File: src/rtl/lisp_io_regs.sv
// lisp_io_regs: register-port peripheral for lisp_core.
// LED register, TX FIFO + 8N1 serializer, single-byte RX holding register.
module lisp_io_regs #(
  parameter int CLKS_PER_BIT  = 50,
  parameter int TX_FIFO_DEPTH = 8,
  parameter int LED_WIDTH     = 8
) (
  input  logic                 clk,
  input  logic                 reset_n,
  input  logic [6:0]           register_index,
  input  logic                 register_read,
  input  logic                 register_write,
  input  logic [15:0]          register_write_value,
  output logic [15:0]          register_read_value,
  output logic [LED_WIDTH-1:0] leds,
  output logic                 uart_tx,
  input  logic                 uart_rx
);

  localparam int AW = $clog2(TX_FIFO_DEPTH);
  localparam int CW = $clog2(CLKS_PER_BIT);
  localparam logic [CW-1:0] CMAX  = CW'(CLKS_PER_BIT - 1);
  localparam logic [CW-1:0] CHALF = CW'(CLKS_PER_BIT / 2 - 1);

  typedef enum logic [1:0] {IDLE, START, DATA, STOP} uart_st_t;

  logic sel_tx, sel_led, sel_st, sel_rx;
  assign sel_tx  = register_index == 7'd0;
  assign sel_led = register_index == 7'd1;
  assign sel_st  = register_index == 7'd2;
  assign sel_rx  = register_index == 7'd3;

  logic push_req, st_wr, rx_rd;
  assign push_req = register_write & sel_tx;
  assign st_wr    = register_write & sel_st;
  assign rx_rd    = register_read & sel_rx;

  logic unused_hi;
  assign unused_hi = ^register_write_value[15:8];

  // FIFO
  logic [7:0]  mem [TX_FIFO_DEPTH];
  logic [AW:0] wr_ptr, rd_ptr;
  logic        full, empty, push, pop;

  assign full  = (wr_ptr[AW] != rd_ptr[AW]) &&
                 (wr_ptr[AW-1:0] == rd_ptr[AW-1:0]);
  assign empty = wr_ptr == rd_ptr;
  assign push  = push_req & ~full;

  always_ff @(posedge clk) begin
    if (push) mem[wr_ptr[AW-1:0]] <= register_write_value[7:0];
  end

  always_ff @(posedge clk or negedge reset_n) begin
    if (!reset_n) begin
      wr_ptr <= '0;
      rd_ptr <= '0;
    end else begin
      if (push) wr_ptr <= wr_ptr + 1'b1;
      if (pop)  rd_ptr <= rd_ptr + 1'b1;
    end
  end

  // TX serializer
  uart_st_t        tx_st;
  logic [CW-1:0]   tx_cnt;
  logic [2:0]      tx_bit;
  logic [7:0]      tx_sh;
  logic            tx_busy;

  // Pop from IDLE, or at the end of STOP so frames run back-to-back.
  assign pop = ~empty & ((tx_st == IDLE) |
               ((tx_st == STOP) & (tx_cnt == CMAX)));
  assign tx_busy = (tx_st != IDLE) | ~empty;

  always_ff @(posedge clk or negedge reset_n) begin
    if (!reset_n) begin
      tx_st   <= IDLE;
      tx_cnt  <= '0;
      tx_bit  <= '0;
      tx_sh   <= '0;
      uart_tx <= 1'b1;
    end else begin
      unique case (tx_st)
        IDLE: if (pop) begin
          tx_sh   <= mem[rd_ptr[AW-1:0]];
          tx_cnt  <= '0;
          tx_st   <= START;
          uart_tx <= 1'b0;
        end
        START: if (tx_cnt == CMAX) begin
          tx_cnt  <= '0;
          tx_bit  <= '0;
          tx_st   <= DATA;
          uart_tx <= tx_sh[0];
        end else tx_cnt <= tx_cnt + 1'b1;
        DATA: if (tx_cnt == CMAX) begin
          tx_cnt <= '0;
          if (tx_bit == 3'd7) begin
            tx_st   <= STOP;
            uart_tx <= 1'b1;
          end else begin
            tx_bit  <= tx_bit + 1'b1;
            tx_sh   <= {1'b0, tx_sh[7:1]};
            uart_tx <= tx_sh[1];
          end
        end else tx_cnt <= tx_cnt + 1'b1;
        STOP: if (tx_cnt == CMAX) begin
          tx_cnt <= '0;
          if (pop) begin
            tx_sh   <= mem[rd_ptr[AW-1:0]];
            tx_st   <= START;
            uart_tx <= 1'b0;
          end else tx_st <= IDLE;
        end else tx_cnt <= tx_cnt + 1'b1;
        default: tx_st <= IDLE;
      endcase
    end
  end

  // RX deserializer
  logic [1:0]    rx_sync;
  logic          rx_s, rx_prev, rx_done;
  uart_st_t      rx_st;
  logic [CW-1:0] rx_cnt;
  logic [2:0]    rx_bit;
  logic [7:0]    rx_sh;

  assign rx_s    = rx_sync[1];
  assign rx_done = (rx_st == STOP) & (rx_cnt == CMAX) & rx_s;

  always_ff @(posedge clk or negedge reset_n) begin
    if (!reset_n) begin
      rx_sync <= 2'b11;
      rx_prev <= 1'b1;
      rx_st   <= IDLE;
      rx_cnt  <= '0;
      rx_bit  <= '0;
      rx_sh   <= '0;
    end else begin
      rx_sync <= {rx_sync[0], uart_rx};
      rx_prev <= rx_s;
      unique case (rx_st)
        IDLE: if (rx_prev & ~rx_s) begin
          rx_cnt <= '0;
          rx_st  <= START;
        end
        START: if (rx_cnt == CHALF) begin
          rx_cnt <= '0;
          rx_bit <= '0;
          rx_st  <= rx_s ? IDLE : DATA;
        end else rx_cnt <= rx_cnt + 1'b1;
        DATA: if (rx_cnt == CMAX) begin
          rx_cnt <= '0;
          rx_sh  <= {rx_s, rx_sh[7:1]};
          if (rx_bit == 3'd7) rx_st <= STOP;
          else rx_bit <= rx_bit + 1'b1;
        end else rx_cnt <= rx_cnt + 1'b1;
        STOP: if (rx_cnt == CMAX) begin
          rx_cnt <= '0;
          rx_st  <= IDLE;
        end else rx_cnt <= rx_cnt + 1'b1;
        default: rx_st <= IDLE;
      endcase
    end
  end

  // Registers and read port
  logic        tx_ovf, rx_orun, rx_valid;
  logic [7:0]  rx_data;
  logic [15:0] led_ext, status, rd_mux;

  always_comb begin
    led_ext = '0;
    led_ext[LED_WIDTH-1:0] = leds;
  end

  assign status = {10'd0, tx_busy, rx_orun, tx_ovf,
                   rx_valid, empty, full};

  always_comb begin
    rd_mux = '0;
    unique case (1'b1)
      sel_led: rd_mux = led_ext;
      sel_st:  rd_mux = status;
      sel_rx:  rd_mux = {8'h00, rx_data};
      default: rd_mux = '0;
    endcase
  end

  always_ff @(posedge clk or negedge reset_n) begin
    if (!reset_n) begin
      register_read_value <= '0;
      leds     <= '0;
      tx_ovf   <= 1'b0;
      rx_orun  <= 1'b0;
      rx_valid <= 1'b0;
      rx_data  <= '0;
    end else begin
      if (register_read) register_read_value <= rd_mux;
      if (register_write & sel_led)
        leds <= register_write_value[LED_WIDTH-1:0];
      if (push_req & full) tx_ovf <= 1'b1;
      else if (st_wr & register_write_value[3]) tx_ovf <= 1'b0;
      // A completing frame wins over a same-edge RX_DATA read.
      if (rx_done) begin
        rx_data  <= rx_sh;
        rx_valid <= 1'b1;
      end else if (rx_rd) rx_valid <= 1'b0;
      if (rx_done & rx_valid & ~rx_rd) rx_orun <= 1'b1;
      else if (st_wr & register_write_value[4]) rx_orun <= 1'b0;
    end
  end

endmodule

File: config.mk
export PLATFORM = sky130hd
export DESIGN_NAME = lisp_io_regs
export DESIGN_NICKNAME = d
export VERILOG_FILES = /design/src/rtl/lisp_io_regs.sv
export SDC_FILE = /design/constraint.sdc
export NUM_CORES = 1
export LEC_CHECK = 0
export ABC_AREA = 1
export CORE_UTILIZATION = 50
export CTS_BUF_LIST = sky130_fd_sc_hd__clkbuf_8
export DETAILED_ROUTE_END_ITERATION = 16
export PLACE_DENSITY = 0.8
export SYNTH_ARGS = -nofsm -noshare
export SYNTH_HDL_FRONTEND = slang
export SYNTH_SLANG_ARGS = --single-unit
File: constraint.sdc
create_clock -name clk -period 2.6 [get_ports clk]
set_input_delay 0.52 -clock clk [delete_from_list [all_inputs] [get_ports clk]]
set_output_delay 0.52 -clock clk [all_outputs]
set_load 0.1 [all_outputs]
## Yosys cells after proc, flatten, opt, wreduce, memory -nomap -nowiden

Memory sizes are Yosys's and may differ from the RTL's.
Cells that the tools add are included.
Widths: inputs -> output; s select.

- Register bits: 85
- Logic and storage cells: 145
- Output and inout port bits: 25
- Memory bits (writable): 64
- Memories kept: 1

Memories:

| name | words | width | read ports | clocked after Yosys merged registers in | write ports | line | source |
|---|---|---|---|---|---|---|---|
| mem | 8 | 8 | 1 | 0 | 1 | 42 | `logic [7:0] mem [TX_FIFO_DEPTH];` |

- $add $sub $neg: 6
- Mux-type cells: 49
- Reduce and logical (&&, ||, !) cells: 20
- Bitwise operators: 21
- Equal/unequal tests: 29

Operators with widths:

| cell | count |
|---|---|
| $pmux 8 s3 | 2 |
| $mux 8 | 4 |
| $mux 6 | 5 |
| $mux 2 | 11 |
| $ne 2x2->1 const B | 10 |
| $mux 3 | 6 |
| $pmux 6 s3 | 1 |
| $pmux 2 s4 | 2 |
| $and 1x1->1 | 15 |
| $eq 7x2->1 const B | 2 |
| $mux 1 | 14 |
| $add 6x1->6 const B | 2 |
| $eq 6x6->1 const B | 2 |
| $pmux 3 s2 | 2 |
| $pmux 6 s2 | 1 |
| $reduce_and 4->1 | 3 |
| $reduce_bool 2->1 | 6 |
| $reduce_and 5->1 | 2 |
| $add 4x1->4 const B | 2 |
| $eq 2x2->1 const B | 4 |
| $eq 7x1->1 const B | 1 |
| $logic_not 7->1 | 1 |
| $add 3x1->3 const B | 2 |
| $eq 3x3->1 const B | 2 |
| other kinds (16) | 23 |

## Logic depth before layout (Yosys ltp)

Gate-level depths: netlist (run 1).

- Depth in word-level cells: 7
- Mapped depth: 11
- Mapped depth without buffers: 11

## Least setup slack after synthesis (run 1)

OpenSTA, ideal clock, no wires.

- Path kind: input -> register
- Start point: input port register_index[5]
- End point: memory mem[0][0], enable pin
- Slack: 0.621 ns
- Cell stages on the path: 7
- Arrival time: 1.609 ns
- Path through: nor2_1 nand2_1 nor3_1 nand2_2 inv_2 nand2_2 nor2_1

- Longest elaborated chain between the ends: 5

RTL lines:

| what | line | source |
|---|---|---|
| start, declared | 10 | `input logic [6:0] register_index,` |
| $logic_not 7->1 | 28 | `assign sel_tx = register_index == 7'd0;` |
| $and 1x1->1 | 34 | `assign push_req = register_write & sel_tx;` |
| $and 1x1->1 | 49 | `assign push = push_req & ~full;` |
| $mux 1 | 52 | `if (push) mem[wr_ptr[AW-1:0]] <= register_write_value[7:0];` |
| $mux 1 (implied by the code) | 52 |  |
| end, declared | 42 |  |

No other way between the ends.

## Final worst setup path (run 1)

- Start point: register tx_st[0]
- End point: register tx_sh[5]

- Longest elaborated chain between the ends: 7
- Elaborated cells on any way between the ends: 14
- Classes of those cells: eq/ne: 5; mux: 3; bitwise: 3; reduce/logical: 3

RTL lines:

| what | line | source |
|---|---|---|
| start, declared | 66 | `uart_st_t tx_st;` |
| start signal, assigned | 79 | `tx_st <= IDLE;` |
| start signal, assigned | 89 | `tx_st <= START;` |
| start signal, assigned | 95 | `tx_st <= DATA;` |
| $eq 2x2->1 | 74, 85 |  |
| $and 1x1->1 | 74 | `((tx_st == STOP) & (tx_cnt == CMAX)));` |
| $or 1x1->1 | 73 | `assign pop = ~empty & ((tx_st == IDLE) \|` |
| $and 1x1->1 | 73 |  |
| $mux 8 (2 in series) | - |  |
| $pmux 8 s3 | 85 | `unique case (tx_st)` |
| end signal, assigned | 87 | `tx_sh <= mem[rd_ptr[AW-1:0]];` |
| end signal, assigned | 105 | `tx_sh <= {1'b0, tx_sh[7:1]};` |
| end signal, assigned | 112 | `tx_sh <= mem[rd_ptr[AW-1:0]];` |
| end, declared | 69 | `logic [7:0] tx_sh;` |

Parallel ways exist; a longest one is shown, timed or not. The select of a mux whose other input is x is not followed.
A chain may end at the register's enable or synchronous reset.

==> reports/metrics.yaml, run 1 <==
logic_synthesis:
  syn_area_mm2: 0.006703
  ys_seq_elements: 141
  yosysWarnings: 0
  ys.flop_type: "dfrtp_1"
  synth-edff-count: 64
  avgSynthCellArea_um2: 9.119
  synth-async-reset-ratio: 0.5461
  yosysSeqAreaShare: 0.5749
  synthCells: 735
  synth_top_area_share: 0.2867
  yosys-top-cells-area: "edfxtp_1, dfrtp_1, nand2_1"
  ys_types: 39
  yosys.area.top_type: "edfxtp_1"
sta:
  fmax_mhz: 490.7
  fin_crit_ns: 2.038
  fin_crit_sh: 0.7838
  fin_setup_tns_ns: 0
  worstMarginPinSlew_ns: 0.5824
  rsz0062_at_grt: "no"
  slew_headroom: 0.6118
  finalHoldViolCount: 0
  fin_worst_skew_ns: 0.007988
  finalSetupViolCount: 0
  slew_violations: 0
die:
  die_y_um: 117.8
  row_count: 41
  dieWidth_um: 117.8
  core_mm2: 0.01282
  ios: 53
  initial_core_util: 0.5226
  die-area_mm2: 0.01387
clock_tree:
  cts_setup_buffers: 0
  cts.sinks: 141
  clockBufferDepth: 2
  cts_tree: "built"
  htree_levels: 4
  cts_root_buf: "clkbuf_8"
  clkSlewWorstSetupHoldPaths_ns: 0.08
  clk_latency_ns: 0.45
  hold_buffers: 0
  numCtsBuffers: 17
  cts_resized: 0
grt:
  grt_max_degree: 44
  antenna_found_initial: 0
  grt_overflow: 0
  first_global_vias: 4754
  grt_pass1_wl_mm: 22.58
  grt_usage: 0.2112
setup_path:
  cp-end-kind: "flip-flop"
  cp.required_ns: 2.99
  crit_path_cell_trace: "inv_1, ha_1, inv_2, nand2_1, a21oi_4, inv_2, a21oi_4, nand2_1, nand2_1"
  worst_path_most_repeated_cell: "nand2_1"
  critPathArrivalTime_ns: 2.42
  start_kind: "flip-flop"
  criticalPathCategory: "flip-flop to flip-flop"
  slowest_stage: "dfrtp_1"
  critPathMaxFanout: 17
  worst_path_largest_cell_delay_ns: 0.45
finish:
  nets: 837
  num_antenna_cells: 0
  mostFrequentLayoutCell: "nand2_1"
  drive_above_1_share: 0.1230
  final_cell_mix: "nand2_1, inv_1, nor2_1, dfrtp_1, edfxtp_1"
  stdcell_area_mm2: 0.007652
  syn_to_final_growth_pct: 14.17
placed_design:
  io_buffers: 36
  dp_hpwl_mm: 9.347
  globalplace.congestion: 0.8673
  placed_area_mm2: 0.007273
routing:
  vias_per_cell: 5.002
  drt_wl_total_mm: 13.59
  detail_route.wl_per_cell_um: 13.91
  num_vias: 4887
  first_iter_violations: 319
  route.detailed.drc: 0
  ant_nets: 0
  drtPass1Iterations: 5
power:
  p_per_area_mw_per_mm2: 620.8
  irDropWorstVdd_mv: 0.5968
  leakagePower_nw: 3.617
run:
  drv_cap: 0
min_path:
  hold_path.class: "primary input to asynchronous set/reset pin"
status:
  status: "completed"
==> cells in the mapped netlist, types with 3 or more instances <==
cell type	n
o21ai_1	12
nor2_1	73
buf_4	9
nand2_1	232
dfstp_2	4
nand3_1	53
nand2_4	4
inv_1	76
o21ai_0	32
nand2_2	5
clkbuf_1	3
dfrtp_1	73
o22ai_1	9
xor2_1	10
buf_2	11
inv_2	8
edfxtp_1	64
o211ai_1	6
a21oi_1	7
nor3_1	4
ha_1	17
==> metrics by stage <==
stage	setup WS [ns]	hold slack (ns)	instances	power [W]	util
2_1_floorplan	0.6208	0.2244	742	0.002954	-
3_3_place_gp	0.1831	0.3465	945	0.003118	0.5671
3_5_place_dp	0.1472	0.3491	945	0.003129	0.5671
4_1_cts	0.5523	0.06420	977	0.004787	0.5967
5_1_grt	0.3890	0.09671	977	0.004981	0.5967
6_report	0.5622	0.06333	977	0.004750	0.5967
==> critical path, delay by kind of cell, from the launching register on <==
kind	cells	cell delay, ns
buffers and inverters	3	0.48
DFF	1	0.45
AOI/OAI and AO/OA	2	0.43
and+or+nand+nor	3	0.31
adders and majority gates	1	0.29
==> final cells by class <==
| class | count | area (µm²) |
|---|---|---|
| Fill cell | 1102 | 5172 |
| Sequential cell | 141 | 3854 |
| Multi-Input combinational cell | 492 | 2416 |
| Timing Repair Buffer | 54 | 462.9 |
| Inverter | 86 | 325.3 |
| Clock buffer | 21 | 289.0 |
| Tap cell | 172 | 215.2 |
| Clock inverter | 11 | 90.09 |
==> registers in the layout, summed over array words and instances, names as in the netlist, 3 cells and up, named ones only <==
| name | cells |
|---|---|
| mem | 64 |
| leds | 8 |
| register_read_value | 8 |
| rx_data | 8 |
| rx_sh | 8 |
| tx_sh | 8 |
| rx_cnt | 6 |
| tx_cnt | 6 |
| rd_ptr | 4 |
| wr_ptr | 4 |
| rx_bit | 3 |
| tx_bit | 3 |
==> routing by layer <==
metal / GRT usage / vias to the layer above / wire length [µm] / share of wire
met1: 0.2626 / 2278 / 5960 / 0.44
met2: 0.3529 / 124 / 6731 / 0.50
met5: 0 / - / 0 / 0
li1: - / 2464 / - / -
met3: 0.04554 / 21 / 644 / 0.047
met4: 0.09535 / 0 / 253 / 0.019
==> power by group <==
| part | total, W | internal [W] | leakage (nW) | switching, W |
|---|---|---|---|---|
| clock | 0.00167 | 0.000852 | 0.206 | 0.000814 |
| combinational | 0.000608 | 0.000177 | 1.85 | 0.000431 |
| sequential | 0.00248 | 0.00240 | 1.57 | 0.0000750 |
==> cells by family after synthesis <==
kind of cell	share of synthesized area
AOI/OAI and AO/OA	0.06104
xor gates and xnor gates	0.01568
adders and majority gates	0.03173
buffers and inverters	0.06851
DFF	0.5749
other	0.0005595
and+or+nand+nor	0.2475
==> final timing paths <==
check	from	end	slack (ns)	cells after the start
setup reg to reg	tx_st[0]	tx_sh[5]	0.56	9
hold / removal	reset_n	tx_sh[5]	0.06	1
hold reg to reg	rx_sync[0]	rx_sync[1]	0.36	0
min in group clk	rx_sync[0]	rx_sync[1]	0.36	0
setup / recovery	tx_st[0]	tx_sh[5]	0.56	9
max in group asynchronous	reset_n	rx_prev	1.86	2
(Power assumes the default switching activity.)
==> inputs of run 2 (changes only) <==
clock period = 2 ns   (was 2.6 ns; I/O delays follow)
==> run 2 against run 1 <==
  * Wire length rose by 1.8%
  * Cell area rose by 2.2%
  * Via count rose by 2.1%
  * Register-to-register slack got worse by 0.41 ns
  * Utilization rose by 1.3 points
  * Die area did not move
==> reports/metrics.yaml, run 2 (synthesis results as in run 1) <==
routing:
  ant_nets: 0  # unchanged
  vias_per_cell: 5.007  # was 5.002
  drtPass1Iterations: 5  # unchanged
  route.detailed.drc: 0  # unchanged
  first_iter_violations: 329  # was 319
  num_vias: 4992  # was 4887
  detail_route.wl_per_cell_um: 13.87  # was 13.91 µm
  drt_wl_total_mm: 13.83  # was 13.59 mm
finish:
  num_antenna_cells: 0  # unchanged
  multiInputGateArea_mm2: 0.002416  # unchanged
  largest_register_ffs: 64  # unchanged
  mostFrequentLayoutCell: "nand2_1"  # unchanged
  n_fill_cell: 1061  # was 1102
  drive_above_1_share: 0.1418  # was 0.1230
  fin_util: 0.6096  # was 0.5967
  regArea_mm2: 0.003854  # unchanged
  final_cell_mix: "nand2_1, inv_1, nor2_1, dfrtp_1, edfxtp_1"  # unchanged
  nets: 857  # was 837
  syn_to_final_growth_pct: 16.63  # was 14.17%
sta:
  slew_headroom: 0.6178  # was 0.6118
  fin_worst_skew_ns: 0.01190  # was 0.007988 ns
  worstMarginPinSlew_ns: 0.5732  # was 0.5824 ns
  fmax_mhz: 540.7  # was 490.7 MHz
  finalHoldViolCount: 0  # unchanged
  slew_violations: 0  # unchanged
  worst_slack_ns: 0.1505  # was 0.5622 ns
  rsz0062_at_grt: "no"  # unchanged
  finalSetupViolCount: 0  # unchanged
  fin_crit_ns: 1.849  # was 2.038 ns
  fin_setup_tns_ns: 0  # unchanged
  fin_crit_sh: 0.9247  # was 0.7838
setup_path:
  critPathMaxFanout: 8  # was 17
  worst_path_largest_cell_delay_ns: 0.40  # was 0.45 ns
  worstReg2RegEnd: "tx_sh[6]"  # was tx_sh[5]
  worst_path_most_repeated_cell: "nand2_1"  # unchanged
  rr_startpoint: "tx_bit[0]"  # was tx_st[0]
  slowest_stage: "dfrtp_1"  # unchanged
  start_kind: "flip-flop"  # unchanged
  cp-end-kind: "flip-flop"  # unchanged
  critPathArrivalTime_ns: 2.23  # was 2.42 ns
  r2r_slack_ns: 0.15  # was 0.56 ns
  r2r_cells: 10  # was 9
  cp.required_ns: 2.38  # was 2.99 ns
  criticalPathCategory: "flip-flop to flip-flop"  # unchanged
  crit_path_cell_trace: "ha_1, ha_1, nand2_1, inv_1, or2_1, a21oi_4, inv_2, a21oi_4, nand2_1, nand2_1"  # was inv_1, ha_1, inv_2, nand2_1, a21oi_4, inv_2, a21oi_4, nand2_1, nand2_1
power:
  p_per_area_mw_per_mm2: 787.5  # was 620.8 mW/mm²
  power_frac_seq: 0.524  # was 0.521
  clkPwrFrac: 0.344  # was 0.351
  leakagePower_nw: 3.705  # was 3.617 nW
  finalPower_w: 0.006156  # was 0.004750 W
  switching_share: 0.2880  # was 0.2778
  power.internal_w: 0.004383  # was 0.003431 W
  combPwrFrac: 0.133  # was 0.128
  p_switching_w: 0.001773  # was 0.001320 W
  irDropWorstVdd_mv: 0.6632  # was 0.5968 mV
placed_design:
  dp_hpwl_mm: 9.787  # was 9.347 mm
  place_ws_ns: -0.1559  # was 0.1472 ns
  globalplace.congestion: 0.8581  # was 0.8673
  io_buffers: 36  # unchanged
min_path:
  hold_depth: 1
  min_to: "rx_sync[0]"
  hold_path.class: "primary input to flip-flop"  # was primary input to asynchronous set/reset pin
  worstHoldStart: "uart_rx"
clock_tree:
  cts_root_buf: "clkbuf_8"  # unchanged
  numCtsBuffers: 17  # unchanged
  clkSlewWorstSetupHoldPaths_ns: 0.08  # about the same
  clockBufferDepth: 2  # unchanged
  clk_latency_ns: 0.45  # about the same
  htree_levels: 4  # unchanged
  cts.sinks: 141  # unchanged
  cts_tree: "built"  # unchanged
die:
  dieWidth_um: 117.8  # unchanged
  ios: 53  # unchanged
  initial_core_util: 0.5226  # unchanged
  die_y_um: 117.8  # unchanged
  core_mm2: 0.01282  # unchanged
  row_count: 41  # unchanged
  die-area_mm2: 0.01387  # unchanged
grt:
  antenna_found_initial: 0  # unchanged
  grt_usage: 0.2113  # was 0.2112
  grt_pass1_wl_mm: 22.79  # was 22.58 mm
  grt_overflow: 0  # unchanged
  first_global_vias: 4844  # was 4754
  grt_max_degree: 42  # was 44
run:
  drv_cap: 0  # unchanged
status:
  status: "completed"  # unchanged
## run 2: layer usage
| layer | routed length [µm] | vias to the layer above | GRT usage |
|---|---|---|---|
| li1 | - | 2502 | - |
| met1 | 5959 | 2335 | 0.2573 |
| met2 | 6860 | 129 | 0.3529 |
| met3 | 691 | 26 | 0.05523 |
| met4 | 318 | 0 | 0.09295 |
| met5 | 0 | - | 0 |
## run 2: worst max-delay path by stage
stage	from	to	slack, ns	cells past startpoint
2_1_floorplan	rd_ptr[0]	mem[0][0]	0.13	10
6_report	tx_bit[0]	tx_sh[6]	0.15	10
3_5_place_dp	register_index[3]	mem[0][2]	-0.16	10
3_3_place_gp	register_index[3]	mem[1][4]	-0.14	10
5_1_grt	tx_st[0]	tx_sh[3]	0.03	10
4_1_cts	tx_bit[0]	tx_sh[6]	0.15	10
## run 2: critical path: cells and delay by family, from the launching register on
family                     cells  cell delay (ns)
buffers and inverters          2             0.11
AOI/OAI and AO/OA              2             0.39
and+or+nand+nor                4             0.47
adders and majority gates      2             0.40
DFF                            1             0.40
## run 2: area by class of cell
type / count / area share
clock inverters: 14 / 0.01520
repair buffers: 74 / 0.08195
multi-input cells: 492 / 0.3091
well taps: 172 / 0.02753
inverters: 86 / 0.04161
flip-flops and latches: 141 / 0.4930
clock buffers: 18 / 0.03169
## run 2: stage by stage
stage / hold slack, ns / cells / area [µm²]
global placement: 0.3454 / 964 / 7441
finish: 0.3536 / 997 / 7818
detailed placement: 0.3470 / 964 / 7441
CTS: 0.3243 / 997 / 7818
floorplan: 0.1044 / 742 / 6729
global route: 0.3239 / 997 / 7818
## run 2: power by group through the flow
stage / sequential (W) / combinational (W) / clock (W)
after floorplan: 0.00336 / 0.000485 / 0
after global placement: 0.00328 / 0.000801 / 0
after detailed placement: 0.00328 / 0.000817 / 0
after CTS: 0.00322 / 0.000824 / 0.00216
after global routing: 0.00323 / 0.000908 / 0.00229
final: 0.00322 / 0.000817 / 0.00211
## run 2: timing repair
action                                 CTS  global route
buffers inserted                         0             0
endpoints found under the hold margin   34             0
setup endpoints to repair                0             0
gates resized for setup                  0             0
hold buffers                             1             0
==> inputs of run 3 (changes only) <==
clock period = 2.15 ns   (was 2 ns; I/O delays follow)
==> run 3 against run 2 <==
  * Setup slack better by 0.058 ns
  * Clock-buffer cell count stayed put
  * Cell count is 0.20% lower
  * Global-route usage is 0.60 points higher
  * Worst hold slack better by 0.0059 ns
  * Register-to-register slack better by 0.06 ns
  * Die area stayed put
  * Maximum frequency is 4.7% lower
  * Critical path depth stayed put
  * Clock power is 11% lower
  * Utilization is 0.50 points lower
  * Critical path type unchanged
  * Largest power group unchanged
  * Highest routed layer unchanged
==> reports/metrics.yaml, run 3 (synthesis results as in run 1) <==
routing:
  drt_wl_total_mm: 14.03  # was 13.83 mm
  vias_per_cell: 5.106  # was 5.007
  first_iter_violations: 333  # was 329
  drtPass1Iterations: 5  # unchanged
  num_vias: 5080  # was 4992
  route.detailed.drc: 0  # unchanged
  detail_route.wl_per_cell_um: 14.10  # was 13.87 µm
  ant_nets: 0  # unchanged
placed_design:
  dp_cells: 962  # was 964
  place_ws_ns: -0.1296  # was -0.1559 ns
  dp_hpwl_mm: 10.06  # was 9.787 mm
  globalplace.congestion: 0.8602  # was 0.8581
  io_buffers: 36  # unchanged
setup_path:
  r2r_cells: 10  # unchanged
  cp-end-kind: "flip-flop"  # unchanged
  cp.required_ns: 2.55  # was 2.38 ns
  start_kind: "flip-flop"  # unchanged
  r2r_slack_ns: 0.21  # was 0.15 ns
  critPathMaxFanout: 8  # unchanged
  worstReg2RegEnd: "tx_sh[3]"  # was tx_sh[6]
  criticalPathCategory: "flip-flop to flip-flop"  # unchanged
  critPathArrivalTime_ns: 2.34  # was 2.23 ns
  rr_startpoint: "tx_st[0]"  # was tx_bit[0]
die:
  die_y_um: 117.8  # unchanged
  row_count: 41  # unchanged
  ios: 53  # unchanged
  initial_core_util: 0.5226  # unchanged
  die-area_mm2: 0.01387  # unchanged
  core_mm2: 0.01282  # unchanged
  dieWidth_um: 117.8  # unchanged
clock_tree:
  htree_levels: 4  # unchanged
  clkSlewWorstSetupHoldPaths_ns: 0.08  # about the same
  cts.sinks: 141  # unchanged
  cts_tree: "built"  # unchanged
  clockBufferDepth: 2  # unchanged
  cts_root_buf: "clkbuf_8"  # unchanged
  numCtsBuffers: 17  # unchanged
  clk_latency_ns: 0.46  # was 0.45 ns
sta:
  fmax_mhz: 515.1  # was 540.7 MHz
  finalSetupViolCount: 0  # unchanged
  finalHoldViolCount: 0  # unchanged
  rsz0062_at_grt: "no"  # unchanged
  fin_setup_tns_ns: 0  # unchanged
  slew_violations: 0  # unchanged
  worst_slack_ns: 0.2088  # was 0.1505 ns
  fin_crit_sh: 0.9029  # was 0.9247
  fin_crit_ns: 1.941  # was 1.849 ns
  fin_worst_skew_ns: 0.01187  # was 0.01190 ns
grt:
  grt_pass1_wl_mm: 23.38  # was 22.79 mm
  antenna_found_initial: 0  # unchanged
  grt_overflow: 0  # unchanged
  grt_usage: 0.2173  # was 0.2113
  first_global_vias: 4929  # was 4844
  grt_max_degree: 40  # was 42
min_path:
  min_to: "rx_sync[1]"  # was rx_sync[0]
  hold_path.class: "flip-flop to flip-flop"  # was primary input to flip-flop
  hold_depth: 0  # was 1
  worstHoldStart: "rx_sync[0]"  # was uart_rx
power:
  irDropWorstVdd_mv: 0.5833  # was 0.6632 mV
  p_per_area_mw_per_mm2: 726.8  # was 787.5 mW/mm²
  finalPower_w: 0.005635  # was 0.006156 W
  leakagePower_nw: 3.688  # was 3.705 nW
status:
  status: "completed"  # unchanged
run:
  drv_cap: 0  # unchanged
finish:
  fin_util: 0.6046  # was 0.6096
  drive_above_1_share: 0.1397  # was 0.1418
  final_cell_count_no_fill: 995  # was 997
  syn_to_final_growth_pct: 15.68  # was 16.63%
  largest_register_ffs: 64  # unchanged
  final_cell_mix: "nand2_1, inv_1, nor2_1, dfrtp_1, edfxtp_1"  # unchanged
  mostFrequentLayoutCell: "nand2_1"  # unchanged
  num_antenna_cells: 0  # unchanged
  nets: 855  # was 857
[run 3: repair_timing]
item                                    CTS  global route
hold buffers                              1             0
gates resized for setup                   0             0
buffers inserted                          0             0
endpoints found under the setup margin    0             0
hold endpoints to repair                 29             0
[run 3: how the worst max path moves through the flow]
| stage | start | endpoint | slack, ns |
|---|---|---|---|
| 6_report | tx_st[0] | tx_sh[3] | 0.21 |
| 5_1_grt | tx_st[0] | tx_sh[2] | 0.07 |
| 4_1_cts | tx_st[0] | tx_sh[0] | 0.20 |
| 3_5_place_dp | register_index[3] | mem[7][1] | -0.13 |
| 3_3_place_gp | register_index[3] | mem[7][1] | -0.11 |
| 2_1_floorplan | register_index[5] | mem[0][0] | 0.26 |
[run 3: metal layers]
| layer | vias to the layer above | routed length, µm | track usage |
|---|---|---|---|
| li1 | 2508 | - | - |
| met1 | 2394 | 5915 | 0.2719 |
| met2 | 148 | 6997 | 0.3599 |
| met3 | 30 | 850 | 0.05039 |
| met4 | 0 | 263 | 0.09455 |
| met5 | - | 0 | 0 |
[run 3: layout make-up]
cell class	count	area, µm²
fillers	1091	5071
flip-flops and latches	141	3854
multi-input cells	492	2416
repair buffers	72	600.6
inverters	86	325.3
clock buffers	18	247.7
well taps	172	215.2
clock inverters	14	95.09
[run 3: worst max-delay path, stage by stage, from the launching register on]
cell     delay (ns)
dfrtp_1        0.46
inv_1          0.11
ha_1           0.31
nand2_1        0.11
inv_1          0.05
or2_1          0.24
a21oi_4        0.17
inv_2          0.06
a21oi_4        0.21
nand2_1        0.09
nand2_1        0.06
[run 3: report_power, final]
group          switching (W)  leakage, nW  internal, W  total, W
registers          0.0000938         1.57      0.00290   0.00300
logic               0.000534         1.93     0.000228  0.000762
clock network        0.00105        0.189     0.000828   0.00188
total                0.00168         3.69      0.00396   0.00564
[run 3: metrics by stage]
step	hold slack, ns	cell area [µm²]
global route	0.3505	7754
floorplan	0.1344	6729
finish	0.3594	7754
detailed placement	0.3488	7401
CTS	0.3509	7754
global placement	0.3460	7401
